[src/rtl/pdm_delay_sum_beamformer_if.sv]
// Bus interface for pdm_delay_sum_beamformer: PDM input strobe, delay configuration
// channel and the frame-result output handshake. The driver of pdm/cfg inputs and
// consumer of results uses the master modport; the beamformer core uses slave.
interface pdm_delay_sum_beamformer_if #(
    parameter int unsigned NUM_CH    = 16,
    parameter int unsigned MAX_DELAY = 16,
    parameter int unsigned DECIM     = 32
);
    localparam int unsigned CW  = $clog2(NUM_CH);
    localparam int unsigned DLW = $clog2(MAX_DELAY);
    localparam int unsigned OW  = $clog2(NUM_CH * DECIM + 1);

    logic              pdm_valid;
    logic [NUM_CH-1:0] pdm_in;
    logic              cfg_valid;
    logic              cfg_ready;
    logic [CW-1:0]     cfg_ch;
    logic [DLW-1:0]    cfg_delay;
    logic              cfg_commit;
    logic              out_valid;
    logic              out_ready;
    logic [OW-1:0]     out_data;
    logic              overrun;

    modport master (
        output pdm_valid, pdm_in, cfg_valid, cfg_ch, cfg_delay, cfg_commit, out_ready,
        input  cfg_ready, out_valid, out_data, overrun
    );

    modport slave (
        input  pdm_valid, pdm_in, cfg_valid, cfg_ch, cfg_delay, cfg_commit, out_ready,
        output cfg_ready, out_valid, out_data, overrun
    );
endinterface

[src/rtl/pdm_delay_sum_beamformer.sv]
// Delay-and-sum beamformer core. Each channel's PDM bit is delayed by a programmable
// number of strobes, the aligned bits are popcounted and accumulated over DECIM
// strobes into one unsigned frame word. Delay updates are staged in a shadow table
// and copied to the active table only at a frame boundary.
// Optional feature: define BF_CHMASK_EN to add a live per-channel ch_mask input.
module pdm_delay_sum_beamformer #(
    parameter int unsigned NUM_CH    = 16,
    parameter int unsigned MAX_DELAY = 16,
    parameter int unsigned DECIM     = 32
) (
    input  logic                         clk,
    input  logic                         rst_n,
`ifdef BF_CHMASK_EN
    input  logic [NUM_CH-1:0]            ch_mask,
`endif
    pdm_delay_sum_beamformer_if.slave    bus
);
    localparam int unsigned DLW  = $clog2(MAX_DELAY);
    localparam int unsigned OW   = $clog2(NUM_CH * DECIM + 1);
    localparam int unsigned SW   = $clog2(NUM_CH + 1);
    localparam int unsigned CNTW = $clog2(DECIM);

    typedef enum logic [0:0] {StIdle, StPending} state_e;

    state_e                 state_q, state_d;
    logic                   cfg_ready;

    logic [MAX_DELAY-2:0]   sr_q     [NUM_CH];
    logic [MAX_DELAY-1:0]   line     [NUM_CH];
    logic [DLW-1:0]         shadow_q [NUM_CH];
    logic [DLW-1:0]         active_q [NUM_CH];
    logic [NUM_CH-1:0]      tap;
    logic [SW-1:0]          sum;
    logic [OW-1:0]          acc_q;
    logic [OW-1:0]          frame_sum;
    logic [CNTW-1:0]        cnt_q;
    logic                   boundary;
    logic                   cfg_write;

    logic                   out_valid_q;
    logic [OW-1:0]          out_data_q;
    logic                   overrun_q;

    // line[ch][0] is the live bit, line[ch][d] the bit from d strobes ago.
    for (genvar g = 0; g < NUM_CH; g++) begin : g_ch
        assign line[g] = {sr_q[g], bus.pdm_in[g]};
`ifdef BF_CHMASK_EN
        assign tap[g]  = line[g][active_q[g]] & ch_mask[g];
`else
        assign tap[g]  = line[g][active_q[g]];
`endif
    end

    // Popcount of the delayed taps for the current strobe.
    always_comb begin
        sum = '0;
        for (int i = 0; i < NUM_CH; i++) begin
            sum = sum + SW'(tap[i]);
        end
    end

    assign frame_sum = acc_q + OW'(sum);
    assign boundary  = bus.pdm_valid && (cnt_q == CNTW'(DECIM - 1));
    assign cfg_write = cfg_ready && bus.cfg_valid && (int'(bus.cfg_ch) < int'(NUM_CH));

    // Per-channel delay lines shift only on a strobe; masked channels still shift.
    always_ff @(posedge clk or negedge rst_n) begin
        if (!rst_n) begin
            for (int i = 0; i < NUM_CH; i++) begin
                sr_q[i] <= '0;
            end
        end else if (bus.pdm_valid) begin
            for (int i = 0; i < NUM_CH; i++) begin
                sr_q[i] <= line[i][MAX_DELAY-2:0];
            end
        end
    end

    // Frame accumulator and strobe counter; cleared on the boundary strobe.
    always_ff @(posedge clk or negedge rst_n) begin
        if (!rst_n) begin
            acc_q <= '0;
            cnt_q <= '0;
        end else if (boundary) begin
            acc_q <= '0;
            cnt_q <= '0;
        end else if (bus.pdm_valid) begin
            acc_q <= frame_sum;
            cnt_q <= cnt_q + 1'b1;
        end
    end

    // Output register: a boundary always loads the new frame, flagging a lost one.
    always_ff @(posedge clk or negedge rst_n) begin
        if (!rst_n) begin
            out_valid_q <= 1'b0;
            out_data_q  <= '0;
            overrun_q   <= 1'b0;
        end else if (boundary) begin
            out_valid_q <= 1'b1;
            out_data_q  <= frame_sum;
            if (out_valid_q && !bus.out_ready) begin
                overrun_q <= 1'b1;
            end
        end else if (out_valid_q && bus.out_ready) begin
            out_valid_q <= 1'b0;
        end
    end

    // Shadow delay table; writes only while the config port is ready.
    always_ff @(posedge clk or negedge rst_n) begin
        if (!rst_n) begin
            for (int i = 0; i < NUM_CH; i++) begin
                shadow_q[i] <= '0;
            end
        end else if (cfg_write) begin
            shadow_q[bus.cfg_ch] <= bus.cfg_delay;
        end
    end

    // Active delay table; the boundary strobe itself still sees the old delays.
    always_ff @(posedge clk or negedge rst_n) begin
        if (!rst_n) begin
            for (int i = 0; i < NUM_CH; i++) begin
                active_q[i] <= '0;
            end
        end else if (state_q == StPending && boundary) begin
            for (int i = 0; i < NUM_CH; i++) begin
                active_q[i] <= shadow_q[i];
            end
        end
    end

    // Config FSM state register.
    always_ff @(posedge clk or negedge rst_n) begin
        if (!rst_n) begin
            state_q <= StIdle;
        end else begin
            state_q <= state_d;
        end
    end

    // Config FSM next state: a commit seen on a boundary waits for the following one.
    always_comb begin
        state_d = state_q;
        unique case (state_q)
            StIdle:    if (bus.cfg_commit) state_d = StPending;
            StPending: if (boundary)       state_d = StIdle;
            default:   state_d = StIdle;
        endcase
    end

    // Config FSM outputs.
    always_comb begin
        cfg_ready = (state_q == StIdle);
    end

    assign bus.cfg_ready = cfg_ready;
    assign bus.out_valid = out_valid_q;
    assign bus.out_data  = out_data_q;
    assign bus.overrun   = overrun_q;

endmodule
[src/flat_wrapper.sv]
// flat-port wrapper written by rule: the top's interface ports become plain ports
module pdm_delay_sum_beamformer_flat 
#(
    parameter int unsigned NUM_CH    = 16,
    parameter int unsigned MAX_DELAY = 16,
    parameter int unsigned DECIM     = 32
)
  (clk, rst_n, bus_pdm_valid, bus_pdm_in, bus_cfg_valid, bus_cfg_ch, bus_cfg_delay, bus_cfg_commit, bus_out_ready, bus_cfg_ready, bus_out_valid, bus_out_data, bus_overrun);
  pdm_delay_sum_beamformer_if #(.NUM_CH(NUM_CH), .MAX_DELAY(MAX_DELAY), .DECIM(DECIM)) bus_i ();
  input  logic clk;
  input  logic rst_n;
  input wire logic [$bits(bus_i.pdm_valid)-1:0] bus_pdm_valid;
  input wire logic [$bits(bus_i.pdm_in)-1:0] bus_pdm_in;
  input wire logic [$bits(bus_i.cfg_valid)-1:0] bus_cfg_valid;
  input wire logic [$bits(bus_i.cfg_ch)-1:0] bus_cfg_ch;
  input wire logic [$bits(bus_i.cfg_delay)-1:0] bus_cfg_delay;
  input wire logic [$bits(bus_i.cfg_commit)-1:0] bus_cfg_commit;
  input wire logic [$bits(bus_i.out_ready)-1:0] bus_out_ready;
  output wire logic [$bits(bus_i.cfg_ready)-1:0] bus_cfg_ready;
  output wire logic [$bits(bus_i.out_valid)-1:0] bus_out_valid;
  output wire logic [$bits(bus_i.out_data)-1:0] bus_out_data;
  output wire logic [$bits(bus_i.overrun)-1:0] bus_overrun;
  assign bus_i.pdm_valid = bus_pdm_valid;
  assign bus_i.pdm_in = bus_pdm_in;
  assign bus_i.cfg_valid = bus_cfg_valid;
  assign bus_i.cfg_ch = bus_cfg_ch;
  assign bus_i.cfg_delay = bus_cfg_delay;
  assign bus_i.cfg_commit = bus_cfg_commit;
  assign bus_i.out_ready = bus_out_ready;
  assign bus_cfg_ready = bus_i.cfg_ready;
  assign bus_out_valid = bus_i.out_valid;
  assign bus_out_data = bus_i.out_data;
  assign bus_overrun = bus_i.overrun;
  pdm_delay_sum_beamformer #(.NUM_CH(NUM_CH), .MAX_DELAY(MAX_DELAY), .DECIM(DECIM)) u_core (.clk(clk), .rst_n(rst_n), .bus(bus_i));
endmodule
[config.mk]
export PLATFORM = sky130hd
export DESIGN_NAME = pdm_delay_sum_beamformer_flat
export DESIGN_NICKNAME = d
export VERILOG_FILES = /design/src/rtl/pdm_delay_sum_beamformer_if.sv /design/src/rtl/pdm_delay_sum_beamformer.sv /design/src/flat_wrapper.sv
export SDC_FILE = /design/constraint.sdc
export NUM_CORES = 1
export LEC_CHECK = 0
export CAP_MARGIN = 30
export CORE_ASPECT_RATIO = 1.25
export CORE_MARGIN = 2
export CORE_UTILIZATION = 60
export CTS_BUF_LIST = sky130_fd_sc_hd__clkbuf_8
export DETAILED_ROUTE_END_ITERATION = 7
export PLACE_DENSITY = 0.77
export SYNTH_ARGS = -nofsm -noshare
export SYNTH_HDL_FRONTEND = slang
export SYNTH_SLANG_ARGS = --single-unit
[constraint.sdc]
create_clock -name clk -period 14.9 [get_ports clk]
set_input_delay 3.725 -clock clk [delete_from_list [all_inputs] [get_ports clk]]
set_output_delay 3.725 -clock clk [all_outputs]
set_load 0.01 [all_outputs]
==> run_results.csv <==
group,metric,value,unit
worst_hold_path,hp-class,"register to register",
yosys,yosysWarnings,0,
timing,relSlewSlack,0.332,
timing,min_period,9.48,ns
clock_tree,cts_buffer_depth,3,
floorplan,dieArea,30600,um2
layout,area_delta_synth_final,11.2,%
layout,nets,1200,
clock_tree,postCtsSetupBuffers,0,
placement,place.port_buffers,42,
status,status,"complete, no violations",
yosys,synth.yosys.seq_area_share,0.565,
clock_tree,tritoncts,"done",
power,power.density,221,nW/um2
yosys,yosys_register_bits,396,
detailed_routing,drt-pass1-iter-count,4,
floorplan,start_util,0.605,
floorplan,ios,43,
timing,hold_ws,0.488,ns
timing,fmax,106,MHz
detailed_routing,ant_nets,0,
clock_tree,insertion_delay,0.61,ns
layout,drive_gt1_frac,0.423,
detailed_routing,avgRoutedWirePerCell,18.5,um
clock_tree,clk_pin_slew_worst_paths,0.06,ns
detailed_routing,dr_total_vias,9167,
yosys,synth_nets,1137,
placement,gp_congestion,0.776,
yosys,synth_cell_type_count,40,
timing,worstMarginPinSlew,0.999,ns
power,ir_drop,387,uV
power,p_leak,0.00884,uW
worst_setup_path,end_kind,"register",
global_routing,grt_pass1_vias,9752,
worst_setup_path,r2r-start,"u_core.active_q[60]",
detailed_routing,routed_wirelength,29400,um
job,maxCapViolations,0,
clock_tree,cts.sinks,396,
global_routing,grt_pass1_wl,50000,um
worst_setup_path,ff2ff_path_depth,16,
floorplan,die_h,195,um
global_routing,grt_max_degree,173,
timing,period_share,0.636,
floorplan,core.rowCount,70,
worst_hold_path,hold_end,"u_core.bus.out_data[0]",
floorplan,die_w,157,um
clock_tree,cts_root_buffer,"clkbuf_8",
timing,rsz0062_at_grt,"false",
detailed_routing,via_per_inst,5.78,
worst_setup_path,critPathMaxFanout,8,
placement,dpl.hpwl,18800,um
detailed_routing,drcViolationCount,0,
worst_setup_path,critPathRequiredTime,15.37,ns
timing,hold_viol_final,0,
yosys,syn_area,17500,um2
layout,insertedDiodeCount,0,
global_routing,grt_antenna_before_repair,0,
worst_setup_path,r2r-end,"u_core.bus.out_data[6]",
yosys,synth.avg_cell_area,16.2,um2
detailed_routing,drt_iter0_drc,425,
clock_tree,cts_resized,0,
worst_setup_path,arrival,9.95,ns
clock_tree,cts_buffers,58,
timing,fin_skew,0.0275,ns
placement,place_inst,1480,
clock_tree,htreeDepth,2,
timing,finalMaxSlewViolations,0,
worst_hold_path,hp-start,"u_core.bus.out_data[0]",
yosys,postSynthCellCount,1084,
worst_hold_path,holdPathStages,2,
worst_setup_path,crit_path_start_kind,"input port",
layout,post-route-util,0.673,
worst_setup_path,critical_path_class,"input port to register",
timing,setup_viol,0,
floorplan,coreArea,29000,um2
power,power,4310,uW
layout,layout.cells.non_filler,1585,
global_routing,overflow,0,
clock_tree,postCtsHoldBufs,0,
global_routing,grt_usage,0.204,
timing,tns,0,ns
worst_setup_path,r2r_slack,8.41,ns
==> per-stage QoR <==
step | setup WS (ns) | area [um2]
6_report | 5.42 | 19500
5_1_grt | 5.22 | 19500
4_1_cts | 5.41 | 19400
3_5_place_dp | 4.79 | 18300
3_3_place_gp | 4.92 | 18300
2_1_floorplan | 5.59 | 17500
==> where the power goes <==
group          internal [uW]  switching [uW]
combinational            976             873
clock                    432             396
sequential              1410             227
total                   2820            1500
==> Yosys cell counts <==
cell        n  area [um2]
clkbuf_1   13        48.8
nand4_1     3        18.8
nor4b_1     1        8.76
a211oi_2    1        12.5
o21bai_1    2        15.0
and4bb_2    2        25.0
o21ai_0    12        60.1
or4_1       3        22.5
xnor2_1     4        35.0
and3_1      6        37.5
a211oi_1    2        15.0
fa_1       11         220
and4_1      1        8.76
nor3_1      2        10.0
xor2_1      1        8.76
a211o_1     4        35.0
mux2_2    369        4160
o211ai_1    4        30.0
inv_1      38         143
nor3b_1     2        15.0
ha_1       12         150
or3_1       2        12.5
o22ai_1     7        43.8
nand4b_1    1        8.76
nand2b_1    5        31.3
nand3b_1    2        15.0
o21a_1      3        22.5
and2_1      1        6.26
a31oi_1     4        25.0
buf_2      35         175
nor2b_1     6        37.5
mux4_2     40         901
nor2_1      9        33.8
mux2i_1     1        10.0
a21oi_1     6        30.0
a21o_1      4        30.0
mux4_1     40        1050
nand3_1     6        30.0
dfrtp_1   396        9910
nand2_1    23        86.3
==> critical path, cell delays in order <==
cell             delay [ns]
clkdlybuf4s50_1        0.42
mux4_2                 0.47
mux4_2                 0.51
ha_1                   0.31
fa_1                   0.51
fa_1                   0.44
fa_1                   0.54
inv_1                  0.05
fa_1                   0.50
fa_1                   0.47
fa_1                   0.49
inv_1                  0.06
fa_1                   0.45
a211oi_1               0.24
o21bai_1               0.25
and4_1                 0.28
a211o_1                0.22
==> worst max path at each step <==
stage                  start                      to  slack, ns
6_report       bus_pdm_in[0]  u_core.bus.out_data[6]       5.42
5_1_grt        bus_pdm_in[0]  u_core.bus.out_data[6]       5.22
2_1_floorplan  bus_pdm_in[1]  u_core.bus.out_data[6]       5.59
3_5_place_dp   bus_pdm_in[0]  u_core.bus.out_data[6]       4.79
3_3_place_gp   bus_pdm_in[0]  u_core.bus.out_data[6]       4.92
4_1_cts        bus_pdm_in[0]  u_core.bus.out_data[6]       5.41
==> registers in the layout (all words and copies together), names as in the netlist <==
signal,cells
u_core.line,240
u_core.acc_q,10
u_core.state_q,1
u_core.cnt_q,5
u_core.shadow_q,64
u_core.bus.out_data,10
u_core.bus.overrun,1
u_core.active_q,64
u_core.bus.out_valid,1
==> cells in the final DEF, fill, tap and decap left out, types with 9 or more instances in the layout <==
cell               n
ha_1              12
o21ai_0           12
inv_1             62
clkbuf_8          72
dfrtp_1          396
fa_1              11
nor2_1             9
mux4_1            40
mux4_2            40
nand2_1           22
clkdlybuf4s50_1   40
mux2_2           369
==> cell type report <==
cell class	count	area, um2
multi-input cells	602	7270
clock inverters	30	124
fillers	2024	9490
well taps	396	495
flip-flops and latches	396	9910
repair buffers	51	571
clock buffers	72	991
inverters	38	143
==> cells by family after synthesis <==
group | synth area share
compound gates | 0.0182
xor+xnor | 0.00250
fa+ha+maj | 0.0211
buf+inv | 0.0209
flops | 0.565
mux | 0.349
simple gates | 0.0233
==> per-layer routing <==
metal / vias to the layer above / share of wire / global-route usage
li1: 4182 / - / -
met1: 4825 / 0.44 / 0.278
met2: 115 / 0.51 / 0.342
met3: 45 / 0.033 / 0.0335
met4: 0 / 0.017 / 0.0574
met5: - / 0 / 0
Power figures use the tool's default switching activity.
